==> config.mk <==
export PLATFORM = sky130hd
export DESIGN_NAME = ray_pixel_scheduler_flat
export DESIGN_NICKNAME = d
export VERILOG_FILES = /design/src/rtl/ray_pixel_scheduler_if.sv /design/src/rtl/ray_pixel_scheduler.sv /design/src/flat_wrapper.sv
export SDC_FILE = /design/constraint.sdc
export NUM_CORES = 1
export LEC_CHECK = 0
export CAP_MARGIN = 20
export CORE_MARGIN = 2
export CORE_UTILIZATION = 45
export CTS_CLUSTER_DIAMETER = 150
export DETAILED_ROUTE_END_ITERATION = 12
export PLACE_DENSITY = 0.74
export SYNTH_ARGS = -nofsm -noshare
export SYNTH_HDL_FRONTEND = slang
export SYNTH_SLANG_ARGS = --single-unit
==> constraint.sdc <==
create_clock -name i_clk -period 2.82 [get_ports i_clk]
set_input_delay 0.282 -clock i_clk [delete_from_list [all_inputs] [get_ports i_clk]]
set_output_delay 0.282 -clock i_clk [all_outputs]
set_load 0.02 [all_outputs]
==> src/rtl/ray_pixel_scheduler_if.sv <==
// ray_pixel_scheduler_if
// Pixel-issue handshake between the scheduler and the ray core.
//   ray_valid : scheduler -> core, image_x/image_y hold a pixel to issue
//   ray_ready : core -> scheduler, core accepts the pixel this cycle
//   image_x   : scheduler -> core, pixel column (zero-extended to 11 bits)
//   image_y   : scheduler -> core, pixel row (zero-extended to 11 bits)
// A transfer happens on every cycle where ray_valid & ray_ready.
interface ray_pixel_scheduler_if;
    logic        ray_valid;
    logic        ray_ready;
    logic [10:0] image_x;
    logic [10:0] image_y;

    modport master (
        output ray_valid,
        output image_x,
        output image_y,
        input  ray_ready
    );

    modport slave (
        input  ray_valid,
        input  image_x,
        input  image_y,
        output ray_ready
    );
endinterface

==> src/rtl/ray_pixel_scheduler.sv <==
// ray_pixel_scheduler
// Walks a WIDTH x HEIGHT frame in raster order and issues one pixel coordinate per
// accepted handshake to the ray core, waits for the write-back of the last pixel,
// then flips the double-buffered frame buffer and hands the finished frame to the
// display. Optionally chains frames back-to-back.
// Ports:
//   i_clk          : clock, rising edge
//   i_rst          : synchronous active-high reset
//   i_start        : strobe, start one frame (only honoured in IDLE)
//   i_continuous   : sampled in SWAP, 1 = immediately start the next frame
//   i_frame_done   : strobe, last pixel of the frame written back
//   ray_if         : pixel handshake towards the ray core (master side)
//   o_buffer_sel   : frame-buffer half being written
//   o_frame_ready  : one-cycle pulse when a frame is handed to the display
//   o_frame_count  : completed frames, wraps at 16 bits
//   o_busy         : 1 whenever the scheduler is not idle
//   o_seq_error    : sticky, frame_done seen outside DRAIN
// All outputs are registered.
module ray_pixel_scheduler #(
    parameter int unsigned WIDTH  = 640,
    parameter int unsigned HEIGHT = 480
) (
    input  logic                         i_clk,
    input  logic                         i_rst,
    input  logic                         i_start,
    input  logic                         i_continuous,
    input  logic                         i_frame_done,
    ray_pixel_scheduler_if.master        ray_if,
    output logic                         o_buffer_sel,
    output logic                         o_frame_ready,
    output logic [15:0]                  o_frame_count,
    output logic                         o_busy,
    output logic                         o_seq_error
);

    localparam int unsigned XW = (WIDTH > 1) ? $clog2(WIDTH) : 1;
    localparam int unsigned YW = (HEIGHT > 1) ? $clog2(HEIGHT) : 1;
    localparam logic [XW-1:0] XLast = XW'(WIDTH - 1);
    localparam logic [YW-1:0] YLast = YW'(HEIGHT - 1);

    typedef enum logic [1:0] {
        StIdle,
        StIssue,
        StDrain,
        StSwap
    } state_e;

    state_e          r_state;
    logic [XW-1:0]   r_x;
    logic [YW-1:0]   r_y;
    logic            r_ray_valid;
    logic            r_buffer_sel;
    logic            r_frame_ready;
    logic [15:0]     r_frame_count;
    logic            r_busy;
    logic            r_seq_error;

    state_e          w_state_nxt;
    logic [XW-1:0]   w_x_nxt;
    logic [YW-1:0]   w_y_nxt;
    logic            w_ray_valid_nxt;
    logic            w_buffer_sel_nxt;
    logic            w_frame_ready_nxt;
    logic [15:0]     w_frame_count_nxt;
    logic            w_busy_nxt;
    logic            w_seq_error_nxt;
    logic            w_xfer;

    assign w_xfer = r_ray_valid & ray_if.ray_ready;

    always_comb begin
        w_state_nxt       = r_state;
        w_x_nxt           = r_x;
        w_y_nxt           = r_y;
        w_ray_valid_nxt   = r_ray_valid;
        w_buffer_sel_nxt  = r_buffer_sel;
        w_frame_ready_nxt = 1'b0;
        w_frame_count_nxt = r_frame_count;
        w_seq_error_nxt   = r_seq_error;

        case (r_state)
            StIdle: begin
                // frame_done here is a protocol error, but a coincident start still runs
                if (i_frame_done) begin
                    w_seq_error_nxt = 1'b1;
                end
                if (i_start) begin
                    w_state_nxt     = StIssue;
                    w_x_nxt         = '0;
                    w_y_nxt         = '0;
                    w_ray_valid_nxt = 1'b1;
                end
            end

            StIssue: begin
                if (i_frame_done) begin
                    w_seq_error_nxt = 1'b1;
                end
                if (w_xfer) begin
                    if (r_x != XLast) begin
                        w_x_nxt = r_x + XW'(1);
                    end else if (r_y != YLast) begin
                        w_x_nxt = '0;
                        w_y_nxt = r_y + YW'(1);
                    end else begin
                        w_ray_valid_nxt = 1'b0;
                        w_state_nxt     = StDrain;
                    end
                end
            end

            StDrain: begin
                // Buffer flip and frame hand-off become visible during the SWAP cycle
                if (i_frame_done) begin
                    w_state_nxt       = StSwap;
                    w_buffer_sel_nxt  = ~r_buffer_sel;
                    w_frame_count_nxt = r_frame_count + 16'd1;
                    w_frame_ready_nxt = 1'b1;
                end
            end

            StSwap: begin
                if (i_frame_done) begin
                    w_seq_error_nxt = 1'b1;
                end
                if (i_continuous) begin
                    w_state_nxt     = StIssue;
                    w_x_nxt         = '0;
                    w_y_nxt         = '0;
                    w_ray_valid_nxt = 1'b1;
                end else begin
                    w_state_nxt = StIdle;
                end
            end

            default: begin
                w_state_nxt     = StIdle;
                w_ray_valid_nxt = 1'b0;
            end
        endcase

        w_busy_nxt = (w_state_nxt != StIdle);
    end

    always_ff @(posedge i_clk) begin
        if (i_rst) begin
            r_state       <= StIdle;
            r_x           <= '0;
            r_y           <= '0;
            r_ray_valid   <= 1'b0;
            r_buffer_sel  <= 1'b0;
            r_frame_ready <= 1'b0;
            r_frame_count <= 16'd0;
            r_busy        <= 1'b0;
            r_seq_error   <= 1'b0;
        end else begin
            r_state       <= w_state_nxt;
            r_x           <= w_x_nxt;
            r_y           <= w_y_nxt;
            r_ray_valid   <= w_ray_valid_nxt;
            r_buffer_sel  <= w_buffer_sel_nxt;
            r_frame_ready <= w_frame_ready_nxt;
            r_frame_count <= w_frame_count_nxt;
            r_busy        <= w_busy_nxt;
            r_seq_error   <= w_seq_error_nxt;
        end
    end

    assign ray_if.ray_valid = r_ray_valid;
    assign ray_if.image_x   = 11'(r_x);
    assign ray_if.image_y   = 11'(r_y);
    assign o_buffer_sel     = r_buffer_sel;
    assign o_frame_ready    = r_frame_ready;
    assign o_frame_count    = r_frame_count;
    assign o_busy           = r_busy;
    assign o_seq_error      = r_seq_error;

endmodule

==> src/flat_wrapper.sv <==
// flat-port wrapper written by rule: the top's interface ports become plain ports
module ray_pixel_scheduler_flat 
#(
    parameter int unsigned WIDTH  = 640,
    parameter int unsigned HEIGHT = 480
)
  (i_clk, i_rst, i_start, i_continuous, i_frame_done, o_buffer_sel, o_frame_ready, o_frame_count, o_busy, o_seq_error, ray_if_ray_valid, ray_if_image_x, ray_if_image_y, ray_if_ray_ready);
  ray_pixel_scheduler_if ray_if_i ();
  input  logic i_clk;
  input  logic i_rst;
  input  logic i_start;
  input  logic i_continuous;
  input  logic i_frame_done;
  output logic o_buffer_sel;
  output logic o_frame_ready;
  output logic [15:0] o_frame_count;
  output logic o_busy;
  output logic o_seq_error;
  output wire logic [$bits(ray_if_i.ray_valid)-1:0] ray_if_ray_valid;
  output wire logic [$bits(ray_if_i.image_x)-1:0] ray_if_image_x;
  output wire logic [$bits(ray_if_i.image_y)-1:0] ray_if_image_y;
  input wire logic [$bits(ray_if_i.ray_ready)-1:0] ray_if_ray_ready;
  assign ray_if_ray_valid = ray_if_i.ray_valid;
  assign ray_if_image_x = ray_if_i.image_x;
  assign ray_if_image_y = ray_if_i.image_y;
  assign ray_if_i.ray_ready = ray_if_ray_ready;
  ray_pixel_scheduler #(.WIDTH(WIDTH), .HEIGHT(HEIGHT)) u_core (.i_clk(i_clk), .i_rst(i_rst), .i_start(i_start), .i_continuous(i_continuous), .i_frame_done(i_frame_done), .ray_if(ray_if_i), .o_buffer_sel(o_buffer_sel), .o_frame_ready(o_frame_ready), .o_frame_count(o_frame_count), .o_busy(o_busy), .o_seq_error(o_seq_error));
endmodule
==> out/results.tsv <==
metric	value	unit
ff2ff_path_depth	6	
synth_edf_count	0	
totalWireLength	4.23	mm
crit_end	u_core.r_y[1]	
ant_nets	0	
p_per_area	406	nW/um^2
fin_skew	0.00956	ns
vias	1729	
grtUsageMet1	0.228	
syn_avg_cell_area	9.37	um^2
grt_use_met3	0.0677	
dp_hpwl	3.01	mm
drive_above_1_share	0.114	
slew_headroom	0.405	
crit_type	reg -> reg	
tightest_slew	0.893	ns
cp-startpoint	u_core.r_x[0]	
maxCapViolCount	0	
ir_drop	248	uV
drt_first_pass_iters	4	
wire_per_inst	13.0	um
clk_path_buf_depth	2	
ys_ff_latch	42	
hold_viol_final	0	
syn_inst	226	
r2r_setup_slack	0.55	ns
grt_pass1_vias	1508	
ios	49	
rsz0062_at_grt	false	
cp_max_fo	9	
fmax	0.441	GHz
cellLeakagePower	0.857	nW
required	3.00	ns
drcViolationCount	0	
insertion_delay	0.30	ns
start_kind	flip-flop	
cts_tree	done	
grt_use_total	0.168	
finalWorstPathRequiredPeriod	2.27	ns
die_w	72.6	um
grt_overflow	0	
synthArstFlopShare	0	
grt.busiest_layer	met2	
hold_slack	0.506	ns
status	completed	
rows	24	
hold_path.class	reg -> reg	
grt_max_degree	33	
r2r-end	u_core.r_y[1]	
ys.flop_type	dfxtp_1	
gp_congestion	0.760	
ys_types	43	
yosys-top-cells-area	dfxtp_1 (40%), xnor2_1 (9.5%), nor2_1 (6.0%)	
start_util	0.477	
crit_arrival	2.44	ns
cts_hold_buf	0	
cts_setup_buffers	0	
clkTransAtPathRegs	0.08	ns
io_buffers	45	
drt_iter0_markers	75	
syn_to_final_growth	26.5	%
placedCellCount	316	
use_met2	0.247	
die-area	5270	um^2
cts-resized-gates	0	
yosys_warnings	0	
synth.cell_area	2120	um^2
fin_nets	280	
reg2reg_from	u_core.r_x[0]	
cts_root_buffer	clkbuf_8	
drv_slew	0	
diodes	0	
vias_per_cell	5.34	
cts.sinks	42	
finalNonFillerCells	324	
synth_top_area_share	0.397	
coreArea	4440	um^2
finalSetupTns	0	ns
grt_pass1_wl	6.94	mm
h-tree-depth	2	
die_h	72.6	um
synth_top_cell_by_area	dfxtp_1	
cp-end-kind	flip-flop	
setup_viol	0	
antenna_found_initial	0	
seq_area_frac_synth	0.397	
timing.final.crit_share	0.803	
cts_made_buffers	5	
-- registers in the layout, summed over array words and instances, names as in the netlist --
| register | cells |
|---|---|
| u_core.o_buffer_sel | 1 |
| u_core.ray_if.ray_valid | 1 |
| u_core.r_x | 10 |
| u_core.o_frame_count | 16 |
| u_core.r_y | 9 |
| u_core.o_seq_error | 1 |
| u_core.o_busy | 1 |
| u_core.r_state | 2 |
| u_core.o_frame_ready | 1 |
-- cells in the mapped netlist (2+ instances only) --
| library cell | count |
|---|---|
| ha_1 | 3 |
| a31oi_1 | 2 |
| and3_1 | 5 |
| xor2_1 | 7 |
| xnor2_1 | 23 |
| nor4_1 | 2 |
| nand4b_1 | 3 |
| nand3_1 | 11 |
| or3_1 | 2 |
| mux2i_1 | 2 |
| nor2_1 | 34 |
| nand4_1 | 7 |
| a21oi_1 | 6 |
| nand2_1 | 11 |
| nor4b_2 | 3 |
| a2111oi_2 | 3 |
| nor4_2 | 3 |
| nor3_1 | 10 |
| o21ai_0 | 2 |
| a211oi_2 | 3 |
| clkbuf_1 | 5 |
| nor4_4 | 2 |
| buf_4 | 5 |
| buf_6 | 3 |
| dfxtp_1 | 42 |
| inv_1 | 7 |
| nand2b_1 | 4 |
-- layout make-up --
type / count / area [um^2]
clock inverter: 2 / 12.5
tap: 52 / 65.1
clock buffer: 6 / 82.6
sequential: 42 / 841
timing repair buffer: 50 / 488
inverter: 7 / 26.3
multi-input combinational: 165 / 1160
fill: 391 / 1770
-- metrics by stage --
step	worst slack [ns]	util	instance area, um^2	power, mW
finish	0.554	0.603	2680	1.09
global route	0.413	0.603	2680	1.13
CTS	0.530	0.603	2680	1.10
detailed placement	0.325	0.581	2580	0.697
global placement	0.358	0.581	2580	0.697
floorplan	0.684	-	2130	0.681
-- how the worst min path moves through the flow --
stage	from	to	depth (start not counted)
5_1_grt	u_core.o_seq_error	u_core.o_seq_error	2
3_3_place_gp	u_core.o_seq_error	u_core.o_seq_error	2
4_1_cts	u_core.o_frame_count[7]	u_core.o_frame_count[7]	2
6_report	u_core.o_frame_count[7]	u_core.o_frame_count[7]	2
2_1_floorplan	i_start	u_core.o_busy	1
3_5_place_dp	u_core.o_seq_error	u_core.o_seq_error	2
-- critical path: stages (launching register included) --
cell	delay [ns]
dfxtp_1	0.45
ha_1	0.21
nand3_1	0.23
o311a_1	0.63
nor3_4	0.41
nand2b_1	0.16
a21oi_1	0.06
-- layout by cell type (no fill, tap or decap), types with 3 or more instances in the layout --
cell type / n
a2111oi_2: 3
a211oi_2: 3
a21oi_1: 6
and3_1: 5
buf_4: 5
clkbuf_8: 6
clkdlybuf4s50_1: 45
conb_1: 3
dfxtp_1: 42
ha_1: 3
inv_1: 7
nand2_1: 11
nand2b_1: 4
nand3_1: 11
nand4_1: 7
nand4b_1: 3
nor2_1: 34
nor3_1: 10
nor4_2: 3
nor4b_2: 3
xnor2_1: 23
xor2_1: 7
-- where the power goes --
group	switching [mW]	internal [mW]
clock	0.208	0.197
sequential	0.00658	0.598
combinational	0.0479	0.0299
total	0.263	0.825
-- metal layers --
layer / vias to the layer above / part of all wire / routed length, um
met5: - / 0 / 0
met4: 0 / 0.0035 / 15
met3: 2 / 0.063 / 268
met2: 38 / 0.44 / 1880
met1: 815 / 0.49 / 2070
li1: 874 / - / -
-- cells by family after synthesis --
kind of cell | after synthesis | synth area share
multiplexers | 2 | 0.00945
buffers and inverters | 21 | 0.0573
AND/OR/NAND/NOR | 106 | 0.308
other | 1 | 0.00177
AO/OA/AOI/OAI | 21 | 0.0845
XOR/XNOR | 30 | 0.124
flip-flops | 42 | 0.397
adder cells (fa/ha/maj) | 3 | 0.0177
Power figures use the tool's default switching activity.
